### src/rtl/wb_gpio_ctrl.sv
// Wishbone B3 classic GPIO slave: per-bit direction, synchronised inputs, atomic set/clear
// and edge-triggered interrupts. One-cycle registered acknowledge, no wait states.
module wb_gpio_ctrl #(
  parameter int unsigned WIDTH       = 32,
  parameter int unsigned SYNC_STAGES = 2,
  parameter logic [31:0] OUT_RESET   = 32'h0,
  parameter logic [31:0] DIR_RESET   = 32'h0
) (
  input  logic             wb_clk,
  input  logic             wb_rst,
  input  logic [2:0]       wb_adr_i,
  input  logic [31:0]      wb_dat_i,
  input  logic [3:0]       wb_sel_i,
  input  logic             wb_we_i,
  input  logic             wb_cyc_i,
  input  logic             wb_stb_i,
  input  logic [2:0]       wb_cti_i,
  input  logic [1:0]       wb_bte_i,
  output logic [31:0]      wb_dat_o,
  output logic             wb_ack_o,
  output logic             wb_err_o,
  output logic             wb_rty_o,
  input  logic [WIDTH-1:0] gpio_i,
  output logic [WIDTH-1:0] gpio_o,
  output logic [WIDTH-1:0] gpio_oe_o,
  output logic             irq_o
);

  localparam logic [2:0] AdrOut  = 3'd0;
  localparam logic [2:0] AdrDir  = 3'd1;
  localparam logic [2:0] AdrIn   = 3'd2;
  localparam logic [2:0] AdrEn   = 3'd3;
  localparam logic [2:0] AdrEdge = 3'd4;
  localparam logic [2:0] AdrStat = 3'd5;
  localparam logic [2:0] AdrSet  = 3'd6;
  localparam logic [2:0] AdrClr  = 3'd7;

  localparam int unsigned LastStage = SYNC_STAGES - 1;

  logic             ack_q;
  logic [31:0]      dat_q;
  logic             irq_q;
  logic [WIDTH-1:0] data_out_q, data_out_d;
  logic [WIDTH-1:0] dir_q, dir_d;
  logic [WIDTH-1:0] irq_en_q, irq_en_d;
  logic [WIDTH-1:0] irq_edge_q, irq_edge_d;
  logic [WIDTH-1:0] irq_status_q, irq_status_d;
  logic [WIDTH-1:0] sync_q [SYNC_STAGES];
  logic [WIDTH-1:0] prev_q;

  logic             req;
  logic             wr;
  logic [31:0]      lane_mask;
  logic [WIDTH-1:0] wdata;
  logic [WIDTH-1:0] wmask;
  logic [WIDTH-1:0] w1c;
  logic [WIDTH-1:0] sync;
  logic [WIDTH-1:0] rise;
  logic [WIDTH-1:0] fall;
  logic [WIDTH-1:0] ev;
  logic [31:0]      rd;

  // A request is only accepted while no ack is outstanding, giving ack/idle/ack on held strobe.
  assign req = wb_cyc_i & wb_stb_i & ~ack_q;
  assign wr  = req & wb_we_i;

  assign lane_mask = {{8{wb_sel_i[3]}}, {8{wb_sel_i[2]}}, {8{wb_sel_i[1]}}, {8{wb_sel_i[0]}}};
  assign wmask     = lane_mask[WIDTH-1:0];
  assign wdata     = wb_dat_i[WIDTH-1:0] & wmask;

  assign sync = sync_q[LastStage];
  assign rise = sync & ~prev_q;
  assign fall = ~sync & prev_q;
  assign ev   = (irq_edge_q & rise) | (~irq_edge_q & fall);

  always_comb begin
    data_out_d = data_out_q;
    dir_d      = dir_q;
    irq_en_d   = irq_en_q;
    irq_edge_d = irq_edge_q;
    w1c        = '0;
    if (wr) begin
      unique case (wb_adr_i)
        AdrOut:  data_out_d = (data_out_q & ~wmask) | wdata;
        AdrDir:  dir_d      = (dir_q & ~wmask) | wdata;
        AdrIn:   ;
        AdrEn:   irq_en_d   = (irq_en_q & ~wmask) | wdata;
        AdrEdge: irq_edge_d = (irq_edge_q & ~wmask) | wdata;
        AdrStat: w1c        = wdata;
        AdrSet:  data_out_d = data_out_q | wdata;
        AdrClr:  data_out_d = data_out_q & ~wdata;
      endcase
    end
    // A fresh edge wins over a simultaneous clear of the same bit.
    irq_status_d = (irq_status_q & ~w1c) | ev;
  end

  always_comb begin
    rd = '0;
    case (wb_adr_i)
      AdrOut:  rd[WIDTH-1:0] = data_out_q;
      AdrDir:  rd[WIDTH-1:0] = dir_q;
      AdrIn:   rd[WIDTH-1:0] = sync;
      AdrEn:   rd[WIDTH-1:0] = irq_en_q;
      AdrEdge: rd[WIDTH-1:0] = irq_edge_q;
      AdrStat: rd[WIDTH-1:0] = irq_status_q;
      default: rd = '0;
    endcase
  end

  always_ff @(posedge wb_clk) begin
    if (wb_rst) begin
      ack_q        <= 1'b0;
      dat_q        <= '0;
      irq_q        <= 1'b0;
      data_out_q   <= OUT_RESET[WIDTH-1:0];
      dir_q        <= DIR_RESET[WIDTH-1:0];
      irq_en_q     <= '0;
      irq_edge_q   <= '0;
      irq_status_q <= '0;
      prev_q       <= '0;
      for (int i = 0; i < int'(SYNC_STAGES); i++) begin
        sync_q[i] <= '0;
      end
    end else begin
      ack_q <= req;
      if (req) begin
        dat_q <= rd;
      end
      data_out_q   <= data_out_d;
      dir_q        <= dir_d;
      irq_en_q     <= irq_en_d;
      irq_edge_q   <= irq_edge_d;
      irq_status_q <= irq_status_d;
      prev_q       <= sync;
      irq_q        <= |(irq_status_q & irq_en_q);
      sync_q[0]    <= gpio_i;
      for (int i = 1; i < int'(SYNC_STAGES); i++) begin
        sync_q[i] <= sync_q[i-1];
      end
    end
  end

  assign wb_dat_o  = dat_q;
  assign wb_ack_o  = ack_q;
  assign wb_err_o  = 1'b0;
  assign wb_rty_o  = 1'b0;
  assign gpio_o    = data_out_q;
  assign gpio_oe_o = dir_q;
  assign irq_o     = irq_q;

  // Burst qualifiers are accepted but every access is treated as a classic single transfer.
  logic unused;
  assign unused = ^{wb_cti_i, wb_bte_i, wb_dat_i, lane_mask};

endmodule

### config.mk
export PLATFORM = sky130hd
export DESIGN_NAME = wb_gpio_ctrl
export DESIGN_NICKNAME = d
export VERILOG_FILES = /design/src/rtl/wb_gpio_ctrl.sv
export SDC_FILE = /design/constraint.sdc
export NUM_CORES = 1
export LEC_CHECK = 0
export BUFFER_PORTS_ARGS = -buffer_cell sky130_fd_sc_hd__buf_4
export CORE_MARGIN = 2
export CORE_UTILIZATION = 40
export DETAILED_ROUTE_END_ITERATION = 7
export SETUP_SLACK_MARGIN = 0.2
export SYNTH_ARGS = -nofsm -noshare
export SYNTH_HDL_FRONTEND = slang
export SYNTH_SLANG_ARGS = --single-unit
### constraint.sdc
create_clock -name wb_clk -period 1.84 [get_ports wb_clk]
set_input_delay 0.184 -clock wb_clk [delete_from_list [all_inputs] [get_ports wb_clk]]
set_output_delay 0.184 -clock wb_clk [all_outputs]
set_load 0.01 [all_outputs]
* Word-level counts from Yosys, hierarchy flattened
Memories as Yosys holds them, arrays and structs flattened.
Index checks and enable logic that the tools add are counted.
** Word-level totals
- Memories :: 1
- Logic and storage cells :: 64
- Input bits :: 81
- Flip-flop bits (word level) :: 226
- Output and inout port bits :: 100
- RAM bits :: 64
** Memory list
- sync_q :: words 2, width 32, rd ports 2, clocked after memory_dff 0, wr ports 2, RTL line 48 : logic [WIDTH-1:0] sync_q [SYNC_STAGES];
** Operators by class
- Bitwise operators :: 31
- Reductions and logical operators :: 7
- Eq/ne operators :: 7
- Muxes and demuxes :: 9
** Operator list (count)
- AND 32 bit :: 12
- OR 32 bit :: 7
- NOT 32 bit :: 6
- one-hot mux 32 bit (6 select lines) :: 1
- two-way mux 32 bit :: 4
- one-hot mux 32 bit (3 select lines) :: 1
- OR reduction 32 bit :: 1
- equality test 3 bit (second input constant) :: 4
- AND reduction 2 bit :: 4
- equality test 3 x 2 -> 1 bit (second input constant) :: 2
- AND 1 bit :: 3
- equality test 3 x 1 -> 1 bit (second input constant) :: 1
- zero test 3 bit :: 1
- two-way mux 1 bit :: 3
- nonzero test 3 bit :: 1
- OR 1 bit :: 2
- NOT 1 bit :: 1

* Depth between registers and ports, before layout
Gate-level depths: netlist of run 1.
- Depth in word-level cells :: 7
- Depth in mapped cells :: 7
- Mapped depth without buffers :: 4

* Worst setup path before layout of run 1
No wires, ideal clock.
- Kind :: reg2reg
- From :: reg ack_q (netlist: wb_ack_o)
- To :: reg data_out_q[11] (netlist: gpio_o[11])
- Data required time :: 1.770 ns
- Setup time :: 0.070 ns
- Cell stages (with the launch flop) :: 7
- Path slack :: 0.325 ns
- Path buffers :: 2
- Arrival :: 1.445 ns
- Clock period less this slack :: 1.515 ns
- Cell sequence :: dfxtp_1 and4b_1 buf_4 nor4b_4 buf_6 nand3_1 a21oi_1
** Between the ends
- Word-level cells in the longest chain between the ends :: 4
** Ends and longest elaborated chain
- start: declaration :: RTL line 40 : logic ack_q;
- start signal: assignment :: RTL line 126 : ack_q <= req;
- NOT 1 bit :: RTL line 64 : assign req = wb_cyc_i & wb_stb_i & ~ack_q;
- AND 1 bit :: RTL line 64
- AND 1 bit :: RTL line 65 : assign wr = req & wb_we_i;
- AND reduction 2 bit (no line)
- end signal: assignment :: RTL line 116 : data_out_q <= OUT_RESET[WIDTH-1:0];
- end signal: assignment :: RTL line 130 : data_out_q <= data_out_d;
- end: declaration :: RTL line 43 : logic [WIDTH-1:0] data_out_q, data_out_d;
Every way passes these cells.
A chain may end at the register's enable or synchronous reset.

* Final worst setup path of run 1
- From :: reg ack_q (netlist: wb_ack_o)
- To :: reg irq_status_q[15]
** Between the ends
- Word-level cells in the longest chain between the ends :: 7
** Ends and longest elaborated chain
- NOT 1 bit :: RTL line 64
- AND 1 bit :: RTL line 64
- AND 1 bit :: RTL line 65
- two-way mux 32 bit :: RTL line 82 : if (wr) begin
- NOT 32 bit :: RTL line 95 : irq_status_d = (irq_status_q & ~w1c) | ev;
- AND 32 bit :: RTL line 95
- OR 32 bit :: RTL line 95
- end signal: assignment :: RTL line 134 : irq_status_q <= irq_status_d;
- end: declaration :: RTL line 47 : logic [WIDTH-1:0] irq_status_q, irq_status_d;
Every way passes these cells.

==> results.py, run 1 <==
metrics = {
    "clock_network": {
        "cts-root-buf": "clkbuf_16",
        "cts.path.max_buffers": 3,
        "cts_sinks": 290,
        "htree_levels": 1,
        "clk-insertion-delay-late_ps": 560,
        "clkTransAtPathRegs_ps": 60,
        "cts_tree": "done",
        "cts_inserted_buffers": 31,
    },
    "critical_path": {
        "cp_max_fo": 14,
        "worstSetupStartpointType": "register",
        "cp_slowest_stage_delay_ps": 340,
        "crit_path_start": "wb_ack_o",
        "critical_path_class": "reg -> reg",
        "crit_chain": "and4b_2 > buf_12 > buf_12 > nand3_4 > buf_12 > o21ai_0 > a21oi_1",
        "crit_slowest_cell": "dfxtp_4",
        "worstPathRequired_ps": 2290,
        "rr_startpoint": "wb_ack_o",
        "arrival_ps": 2130,
        "cp_common_cell": "buf_12",
        "worstSetupEndpointType": "register",
    },
    "grt": {
        "antenna_found_initial": 0,
        "use_met1_pct": 31.5,
        "grt_pass1_vias": 10100,
        "grtUsageMet3_pct": 3.05,
        "grt_start_max_net_pins": 71,
        "grt_use_met2_pct": 37.7,
        "busiest_layer": "met2",
        "grt_overflow": 0,
        "grt_pass1_wl_mm": 56.9,
        "grt_use_total_pct": 23.1,
    },
    "detailed_routing": {
        "ant_nets": 0,
        "wl_per_cell_um": 18.6,
        "via_per_inst": 5.35,
        "drtPass1Iterations": 5,
        "drt_iter0_markers": 942,
        "drc": 0,
        "vias": 10800,
        "routed_wl_mm": 37.6,
    },
    "logic_synthesis": {
        "synth_compound_area_share_pct": 16.4,
        "yosys.area_share.simple_pct": 19.8,
        "async_flop_share_pct": 0,
        "synth-edff-count": 0,
        "synth_xor_area_share_pct": 0,
        "ys_warn_count": 0,
        "ys_seq_area_share_pct": 48.5,
        "muxShareOfSynthArea_pct": 11.0,
        "netlist_area_mm2": 0.0120,
        "synthCells": 1356,
        "synthFlopType": "dfxtp_1",
        "synth_cell_types": 45,
        "synth_top_family_by_area": "simple AND/OR/NAND/NOR gates",
        "ys_ff_latch": 290,
        "syn_area_per_cell_um2": 8.83,
        "synthAdderAreaFrac_pct": 0,
    },
    "cells_and_area": {
        "final_cell_mix": "dfxtp_1, buf_4, nor2_1",
        "final_util_pct": 54.6,
        "final_area_mm2": 0.0161,
        "syn2layout_area_growth_pct": 34.7,
        "drive_gt1_share_pct": 23.2,
        "mostFrequentLayoutCell": "dfxtp_1",
        "n_antenna_cell": 0,
        "nets": 1692,
    },
    "timing": {
        "post-route-period-util_pct": 91.7,
        "final.setup.worst_slack_ps": 153,
        "finalSetupViolCount": 0,
        "tns_ps": 0,
        "worst_pin_slew_ps": 605,
        "layout_min_cycle_time_ps": 1690,
        "relSlewSlack_pct": 59.7,
        "hold_viol": 0,
        "fmax_ghz": 0.593,
        "maxSlewViolCount": 0,
        "finalHoldWorstSlack_ps": 46.5,
        "grt_setup_unrepaired": "true",
        "clock_skew_ps": 4.88,
    },
    "floorplan": {
        "die_y_um": 177,
        "start_util_pct": 40.5,
        "fp.dieW_um": 177,
        "core_area_mm2": 0.0296,
        "rows": 63,
        "ioPinCount": 181,
        "die-area_mm2": 0.0313,
    },
    "run": {
        "cap_violations": 0,
    },
    "placed_design": {
        "dp_worst_setup_slack_ps": -42.7,
        "dp.final_hpwl_mm": 24.6,
        "gp_congestion": 0.837,
        "postPlaceCellArea_mm2": 0.0140,
        "port_buffers": 173,
    },
    "power_and_ir_drop": {
        "leakage_nw": 6.58,
        "power_density_mw_per_mm2": 865,
        "ir_drop_v": 0.000624,
    },
    "hold_path": {
        "hp-start": "wb_sel_i[0]",
        "hold_path.class": "in -> reg",
    },
    "outcome": {
        "run_status": "finished, final reports clean",
    },
}
-- synthesized netlist by cell type, drive strengths merged, types with 2 or more instances --
| library cell | number | area share [%] |
|---|---|---|
| o22ai | 14 | 0.73 |
| mux4 | 10 | 1.9 |
| nor3b | 3 | 0.28 |
| or2 | 2 | 0.10 |
| a222oi | 12 | 1.0 |
| clkbuf | 64 | 2.0 |
| a21oi | 182 | 7.6 |
| o21ai | 66 | 2.8 |
| nand2b | 2 | 0.10 |
| a31oi | 2 | 0.10 |
| nor2b | 99 | 5.2 |
| a22o | 2 | 0.15 |
| a22oi | 16 | 1.0 |
| nand4 | 4 | 0.21 |
| nand2 | 162 | 5.1 |
| a311oi | 3 | 0.22 |
| a21boi | 4 | 0.38 |
| a211oi | 26 | 1.6 |
| a2111oi | 6 | 0.44 |
| nor3 | 9 | 0.46 |
| mux2 | 11 | 1.0 |
| dfxtp | 290 | 48 |
| o2bb2ai | 3 | 0.22 |
| and3 | 5 | 0.26 |
| mux2i | 97 | 8.1 |
| nor2 | 173 | 5.4 |
| nand3 | 45 | 2.2 |
| inv | 3 | 0.094 |
| buf | 32 | 2.1 |
-- critical path: cells and delay by family, from the launching register on --
family,cells,cell delay [ps]
and+or+nand+nor,2,490
buffers and inverters,3,480
AOI/OAI and AO/OA,2,260
DFF,1,340
-- stage by stage --
step                power [W]  cells
floorplan             0.00726   1357
global placement      0.00779   1888
CTS                    0.0140   2017
global route           0.0144   2022
detailed placement    0.00781   1888
finish                 0.0139   2022
-- what timing repair did --
item / in CTS / in global routing
hold buffers: 67 / 0
hold endpoints to repair: 160 / 0
cloned: 3 / 3
gates resized for setup: 8 / 84
setup buffers: 5 / 2
pin swaps: 0 / 33
endpoints found under the setup margin: 36 / 152
-- report_power, final --
group	internal, W	switching, W	total [W]	leakage (nW)
combinational	0.000606	0.000683	0.00129	3.72
sequential	0.00645	0.000115	0.00656	2.36
clock	0.00357	0.00253	0.00609	0.496
total	0.0106	0.00333	0.0139	6.58
-- routing by layer --
layer / wire (um) / vias up / share of wire [%]
met2: 17500 / 357 / 47
met5: 0 / - / 0
met4: 1010 / 0 / 2.7
met1: 16700 / 5171 / 44
li1: - / 5236 / -
met3: 2340 / 62 / 6.2
-- cells by family after synthesis --
group	count (synthesis)
AOI/OAI and AO/OA	338
muxes	118
buffers and inverters	99
DFF	290
and+or+nand+nor	510
other	1
-- area by class of cell --
class,count,area (um^2)
sequential,290,5810
tap,390,488
fill,2693,13400
clock buffer,46,922
inverter,3,11.3
multi-input combinational,968,5890
timing repair buffer,317,2930
clock inverter,8,68.8
-- worst paths after layout --
path	to	slack, ps	depth (start not counted)
max	irq_status_q[15]	150	7
min	irq_status_q[1]	50	4
max reg2reg	irq_status_q[15]	150	7
min reg2reg	sync_q[0][41]	430	1
Power figures use the tool's default switching activity.
==> run 2: changes to the inputs <==
--- a/config.mk
+++ b/config.mk
@@ -6,9 +6,12 @@
 export NUM_CORES = 1
 export LEC_CHECK = 0
 export BUFFER_PORTS_ARGS = -buffer_cell sky130_fd_sc_hd__buf_4
+export CELL_PAD_IN_SITES_DETAIL_PLACEMENT = 0
+export CELL_PAD_IN_SITES_GLOBAL_PLACEMENT = 1
 export CORE_MARGIN = 2
 export CORE_UTILIZATION = 40
 export DETAILED_ROUTE_END_ITERATION = 7
+export PLACE_DENSITY_LB_ADDON = 0.1
 export SETUP_SLACK_MARGIN = 0.2
 export SYNTH_ARGS = -nofsm -noshare
 export SYNTH_HDL_FRONTEND = slang
==> run 2 against run 1 <==
- design area down 1.4%
- hold slack got worse by 5.3 ps
- non-clock buffer count grew 5
==> results.py, run 2 (synthesis results as in run 1) <==
metrics = {
    "grt": {
        "grt_overflow": 0,
        "grt_pass1_wl_mm": 57.9,
        "grt_start_max_net_pins": 60,
        "grt_pass1_vias": 10100,
        "grt_use_total_pct": 23.8,
        "antenna_found_initial": 0,
    },
    "detailed_routing": {
        "drt_iter0_markers": 568,
        "wl_per_cell_um": 18.7,
        "via_per_inst": 5.23,
        "drtPass1Iterations": 5,
        "drc": 0,
        "top_layer": "met4",
        "met3WireLength_mm": 1.91,
        "vias": 10600,
        "routed_wl_mm": 38.0,
        "ant_nets": 0,
        "drt-met1-wl_mm": 17.5,
        "wl_met2_mm": 17.7,
    },
    "placed_design": {
        "dp.cells": 1901,
        "gp_congestion": 0.804,
        "dp.final_hpwl_mm": 25.7,
        "port_buffers": 173,
    },
    "power_and_ir_drop": {
        "switching_share_pct": 23.6,
        "p_total_w": 0.0144,
        "p_seq_share_pct": 45.6,
        "pwr-share-comb_pct": 8.8,
        "leakage_nw": 6.58,
        "ir_drop_v": 0.000544,
        "clockPowerShare_pct": 45.6,
        "power_density_mw_per_mm2": 904,
        "intPower_w": 0.0110,
        "p_switching_w": 0.00339,
    },
    "critical_path": {
        "path_delay_family": "simple AND/OR/NAND/NOR gates",
        "cp_common_cell": "buf_12",
        "cp_max_fo": 9,
        "critical_path_class": "reg -> reg",
        "worstPathRequired_ps": 2280,
        "crit_chain": "and4b_2 > buf_12 > nor4b_4 > buf_4 > buf_12 > nand3_1 > a21oi_1",
        "crit_slowest_cell": "dfxtp_2",
        "worstSetupStartpointType": "register",
        "worstSetupEndpointType": "register",
        "critical_path_buf_inv_count": 3,
        "arrival_ps": 2150,
        "cp_slowest_stage_delay_ps": 340,
    },
    "clock_network": {
        "clkTransAtPathRegs_ps": 60,
        "htree_levels": 2,
        "cts-root-buf": "clkbuf_16",
        "cts_sinks": 290,
        "cts.path.max_buffers": 3,
        "cts_inserted_buffers": 34,
        "clk-insertion-delay-late_ps": 510,
        "cts_tree": "done",
    },
    "floorplan": {
        "ioPinCount": 181,
        "start_util_pct": 40.5,
        "fp.dieW_um": 177,
        "core_area_mm2": 0.0296,
        "die_y_um": 177,
        "rows": 63,
        "die-area_mm2": 0.0313,
    },
    "cells_and_area": {
        "final_cell_mix": "dfxtp_1, buf_4, a21oi_1",
        "fillers": 2761,
        "fin_cells": 2033,
        "nets": 1700,
        "n_antenna_cell": 0,
        "drive_gt1_share_pct": 21.8,
        "syn2layout_area_growth_pct": 32.9,
        "mostFrequentLayoutCell": "dfxtp_1",
    },
    "timing": {
        "grt_setup_unrepaired": "true",
        "layout_min_cycle_time_ps": 1710,
        "post-route-period-util_pct": 92.8,
        "relSlewSlack_pct": 64.4,
        "finalSetupViolCount": 0,
        "fmax_ghz": 0.585,
        "finalHoldWorstSlack_ps": 41.2,
        "tns_ps": 0,
        "worst_pin_slew_ps": 531,
        "clock_skew_ps": 10.8,
        "hold_viol": 0,
        "maxSlewViolCount": 0,
    },
    "run": {
        "cap_violations": 0,
    },
    "outcome": {
        "run_status": "finished, final reports clean",
    },
    "hold_path": {
        "hold_path.class": "in -> reg",
    },
}
[run 2: cell types whose count changed in the layout (fill, tap and decap cells not counted), sizes merged]
| cell | before | now |
|---|---|---|
| buf | 247 | 257 |
| bufinv | 1 | 0 |
| clkbuf | 49 | 53 |
| clkinvlp | 0 | 2 |
| dlygate4sd3 | 67 | 64 |
| inv | 4 | 3 |
[run 2: layer usage]
layer	global-route usage [%]	vias up
met5	0	-
met4	6.13	0
met3	2.94	59
met2	39.2	309
met1	32.9	5019
li1	-	5251
[run 2: through the flow]
stage / instance area, um^2 / utilization, % / setup WS, ps
floorplan: 12000 / - / 325
CTS: 15800 / 53.4 / 140
global route: 15900 / 53.8 / 61.3
global placement: 14000 / 47.5 / -193
finish: 15900 / 53.8 / 132
detailed placement: 14000 / 47.5 / -119
[run 2: final cells by class]
cell class	instances	area [um^2]	share of cell area, %
Clock inverter	8	45.0	0.283
Sequential cell	290	5810	36.5
Inverter	3	11.3	0.0708
Clock buffer	52	1050	6.61
Timing Repair Buffer	322	2800	17.6
Tap cell	390	488	3.07
Multi-Input combinational cell	968	5700	35.9
[run 2: worst register-to-register path, cell delays in order, from the launching register on]
cell,delay (ps)
dfxtp_2,340
and4b_2,320
buf_12,140
nor4b_4,290
buf_4,210
buf_12,140
nand3_1,80
a21oi_1,130
[run 2: timing repair]
action | in CTS | in global routing
setup buffers | 0 | 6
gates cloned | 0 | 2
hold buffers | 64 | 0
hold endpoints to repair | 160 | 0
setup endpoints to repair | 34 | 106
resized for setup | 4 | 16
[run 2: final timing paths]
kind                                     from       endpoint  slack, ps  cells past startpoint
worst max-delay path                 wb_ack_o      gpio_o[8]        130                      7
worst min-delay path                   wb_rst       register         40                      2
worst max register to register       wb_ack_o      gpio_o[8]        130                      7
worst min register to register  sync_q[0][19]  sync_q[0][51]        430                      1
[run 2: power groups by stage]
stage                     sequential [W]  clock (W)  combinational, W
after floorplan                  0.00668          0          0.000577
after global placement           0.00670          0           0.00113
after detailed placement         0.00670          0           0.00113
after CTS                        0.00656    0.00668           0.00124
after global routing             0.00658    0.00693           0.00137
final                            0.00656    0.00656           0.00126
==> run 3: changes to the inputs <==
--- a/config.mk
+++ b/config.mk
@@ -5,6 +5,7 @@
 export SDC_FILE = /design/constraint.sdc
 export NUM_CORES = 1
 export LEC_CHECK = 0
+export ABC_AREA = 1
 export BUFFER_PORTS_ARGS = -buffer_cell sky130_fd_sc_hd__buf_4
 export CELL_PAD_IN_SITES_DETAIL_PLACEMENT = 0
 export CELL_PAD_IN_SITES_GLOBAL_PLACEMENT = 1
==> run 3 against run 2 <==
- area after synthesis increased by 5.5%
- power increased by 2.2%
- clock skew increased by 4.2 ps
==> results.py, run 3 <==
metrics = {
    "critical_path": {
        "cp_slowest_stage_delay_ps": 310,
        "crit_chain": "inv_1 > nand4_4 > nor2_4 > nand2_2 > inv_4 > nor2_1 > nor2_1",
        "rrSetupSlack_ps": 210,
        "rr_startpoint": "wb_ack_o",
        "worstSetupStartpointType": "register",
        "critical_path_class": "reg -> reg",
        "cp_common_cell": "nor2_1",
        "rr_worst_depth": 7,
        "critical_path_buf_inv_count": 2,
        "path_delay_family": "simple AND/OR/NAND/NOR gates",
        "cp_max_fo": 9,
        "worstPathRequired_ps": 2280,
        "crit_slowest_cell": "dfxtp_1",
        "arrival_ps": 2070,
        "worstSetupEndpointType": "register",
    },
    "power_and_ir_drop": {
        "switching_share_pct": 24.6,
        "ir_drop_v": 0.000528,
        "p_total_w": 0.0147,
        "p_switching_w": 0.00362,
        "pwr-share-comb_pct": 9.0,
        "p_seq_share_pct": 44.6,
        "clockPowerShare_pct": 46.4,
        "leakage_nw": 6.80,
        "power_density_mw_per_mm2": 910,
        "intPower_w": 0.0111,
    },
    "cells_and_area": {
        "nets": 2139,
        "fin_cells": 2485,
        "layout.area.seq_mm2": 0.00581,
        "fillers": 3159,
        "multi_input_area_mm2": 0.00547,
        "drive_gt1_share_pct": 14.6,
        "n_antenna_cell": 0,
        "syn2layout_area_growth_pct": 27.8,
        "final_util_pct": 51.6,
        "final_cell_mix": "nor2_1, nand2_1, dfxtp_1",
        "mostFrequentLayoutCell": "nor2_1",
    },
    "clock_network": {
        "htree_levels": 2,
        "cts_tree": "done",
        "clk-insertion-delay-late_ps": 520,
        "cts.path.max_buffers": 3,
        "cts-root-buf": "clkbuf_16",
        "clkTransAtPathRegs_ps": 60,
        "cts_inserted_buffers": 35,
        "cts_sinks": 290,
    },
    "placed_design": {
        "gp_congestion": 0.811,
        "dp.cells": 2357,
        "port_buffers": 173,
        "dp.final_hpwl_mm": 27.3,
    },
    "logic_synthesis": {
        "ys_warn_count": 0,
        "yosys-top-cells-area": "dfxtp_1, nor2_1, nand2_1",
        "syn_area_per_cell_um2": 6.88,
        "async_flop_share_pct": 0,
        "synthTopCellsByCount": "nor2_1, nand2_1, dfxtp_1, inv_1, o21ai_0",
        "yosysTopAreaCellShare_pct": 45.9,
        "yosysMostFrequentCell": "nor2_1",
        "ys_ff_latch": 290,
        "synth_compound_area_share_pct": 12.9,
        "synth-edff-count": 0,
        "synth_xor_area_share_pct": 0,
        "synthCells": 1836,
        "synthFlopType": "dfxtp_1",
        "netlist_area_mm2": 0.0126,
        "yosysTopAreaCell": "dfxtp_1",
        "synthAdderAreaFrac_pct": 0,
        "yosys.area_share.simple_pct": 30.3,
        "muxShareOfSynthArea_pct": 0,
        "synth_cell_types": 31,
        "ys_seq_area_share_pct": 45.9,
        "synth_top_family_by_area": "simple AND/OR/NAND/NOR gates",
    },
    "detailed_routing": {
        "drc": 0,
        "wl_per_cell_um": 17.1,
        "via_per_inst": 5.04,
        "vias": 12500,
        "drt_iter0_markers": 816,
        "ant_nets": 0,
        "routed_wl_mm": 42.5,
        "drtPass1Iterations": 5,
    },
    "hold_path": {
        "whs_endpoint": "prev_q[6]",
        "hold_depth": 3,
        "hp-start": "wb_rst",
        "hold_path.class": "in -> reg",
    },
    "timing": {
        "clock_skew_ps": 15.0,
        "fmax_ghz": 0.613,
        "maxSlewViolCount": 0,
        "relSlewSlack_pct": 50.9,
        "finalHoldWorstSlack_ps": 145,
        "grt_setup_unrepaired": "true",
        "tns_ps": 0,
        "worst_pin_slew_ps": 737,
        "hold_viol": 0,
        "finalSetupViolCount": 0,
        "layout_min_cycle_time_ps": 1630,
        "post-route-period-util_pct": 88.7,
    },
    "floorplan": {
        "rows": 65,
        "die_y_um": 182,
        "ioPinCount": 181,
        "start_util_pct": 40.4,
        "core_area_mm2": 0.0313,
        "die-area_mm2": 0.0330,
        "fp.dieW_um": 182,
    },
    "grt": {
        "grt_pass1_wl_mm": 66.0,
        "grt_use_total_pct": 25.5,
        "grt_pass1_vias": 11800,
        "grt_overflow": 0,
        "grt_start_max_net_pins": 129,
        "antenna_found_initial": 0,
    },
    "run": {
        "cap_violations": 0,
    },
    "outcome": {
        "run_status": "finished, final reports clean",
    },
}
==> run 3: worst max path at each step <==
stage,start,endpoint,depth (start not counted)
after floorplan,wb_ack_o,gpio_o[23],7
after global placement,wb_adr_i[1],wb_dat_o[12],8
after detailed placement,wb_ack_o,register,7
after CTS,wb_ack_o,register,7
after global routing,wb_ack_o,register,7
final,wb_ack_o,register,7
==> run 3: cell type report <==
type | instances | share of cell area [%]
tap | 402 | 3.11
clock inverter | 11 | 0.876
multi-input combinational | 1218 | 33.9
timing repair buffer | 278 | 14.5
sequential | 290 | 36.0
clock buffer | 51 | 6.04
inverter | 235 | 5.64
==> run 3: stage by stage <==
stage	area [um^2]	worst slack (ps)
after floorplan	12600	579
after global placement	14400	204
after detailed placement	14400	200
after CTS	16100	185
after global routing	16100	110
final	16100	209
==> run 3: worst reg2reg max path: stages (launching register included) <==
cell	delay, ps
dfxtp_1	310
inv_1	100
nand4_4	230
nor2_4	290
nand2_2	260
inv_4	210
nor2_1	60
nor2_1	110
==> run 3: logic make-up after synthesis <==
logic type,after synthesis
DFF,290
other,1
AOI/OAI and AO/OA,322
buffers and inverters,329
and+or+nand+nor,894
==> run 3: power by group through the flow <==
stage / combinational, W / sequential [W] / clock [W]
floorplan: 0.000638 / 0.00669 / 0
finish: 0.00132 / 0.00656 / 0.00682
CTS: 0.00132 / 0.00656 / 0.00696
detailed placement: 0.00120 / 0.00669 / 0
global placement: 0.00119 / 0.00669 / 0
global route: 0.00145 / 0.00657 / 0.00724
==> run 3: timing repair <==
| action | 4_1_cts | 5_1_grt |
|---|---|---|
| resized for setup | 1 | 7 |
| setup endpoints to repair | 3 | 53 |
| pin swaps | 1 | 1 |
| hold buffers | 64 | 0 |
| setup buffers | 0 | 2 |
| hold endpoints to repair | 127 | 0 |
==> run 3: per-layer routing <==
metal  GRT usage [%]  share of wire [%]  up-vias
met5               0                  0        -
met2            42.2                 46      362
met3            4.21                5.5       65
met1            34.6                 47     5824
li1                -                  -     6276
met4            6.89                2.0        0
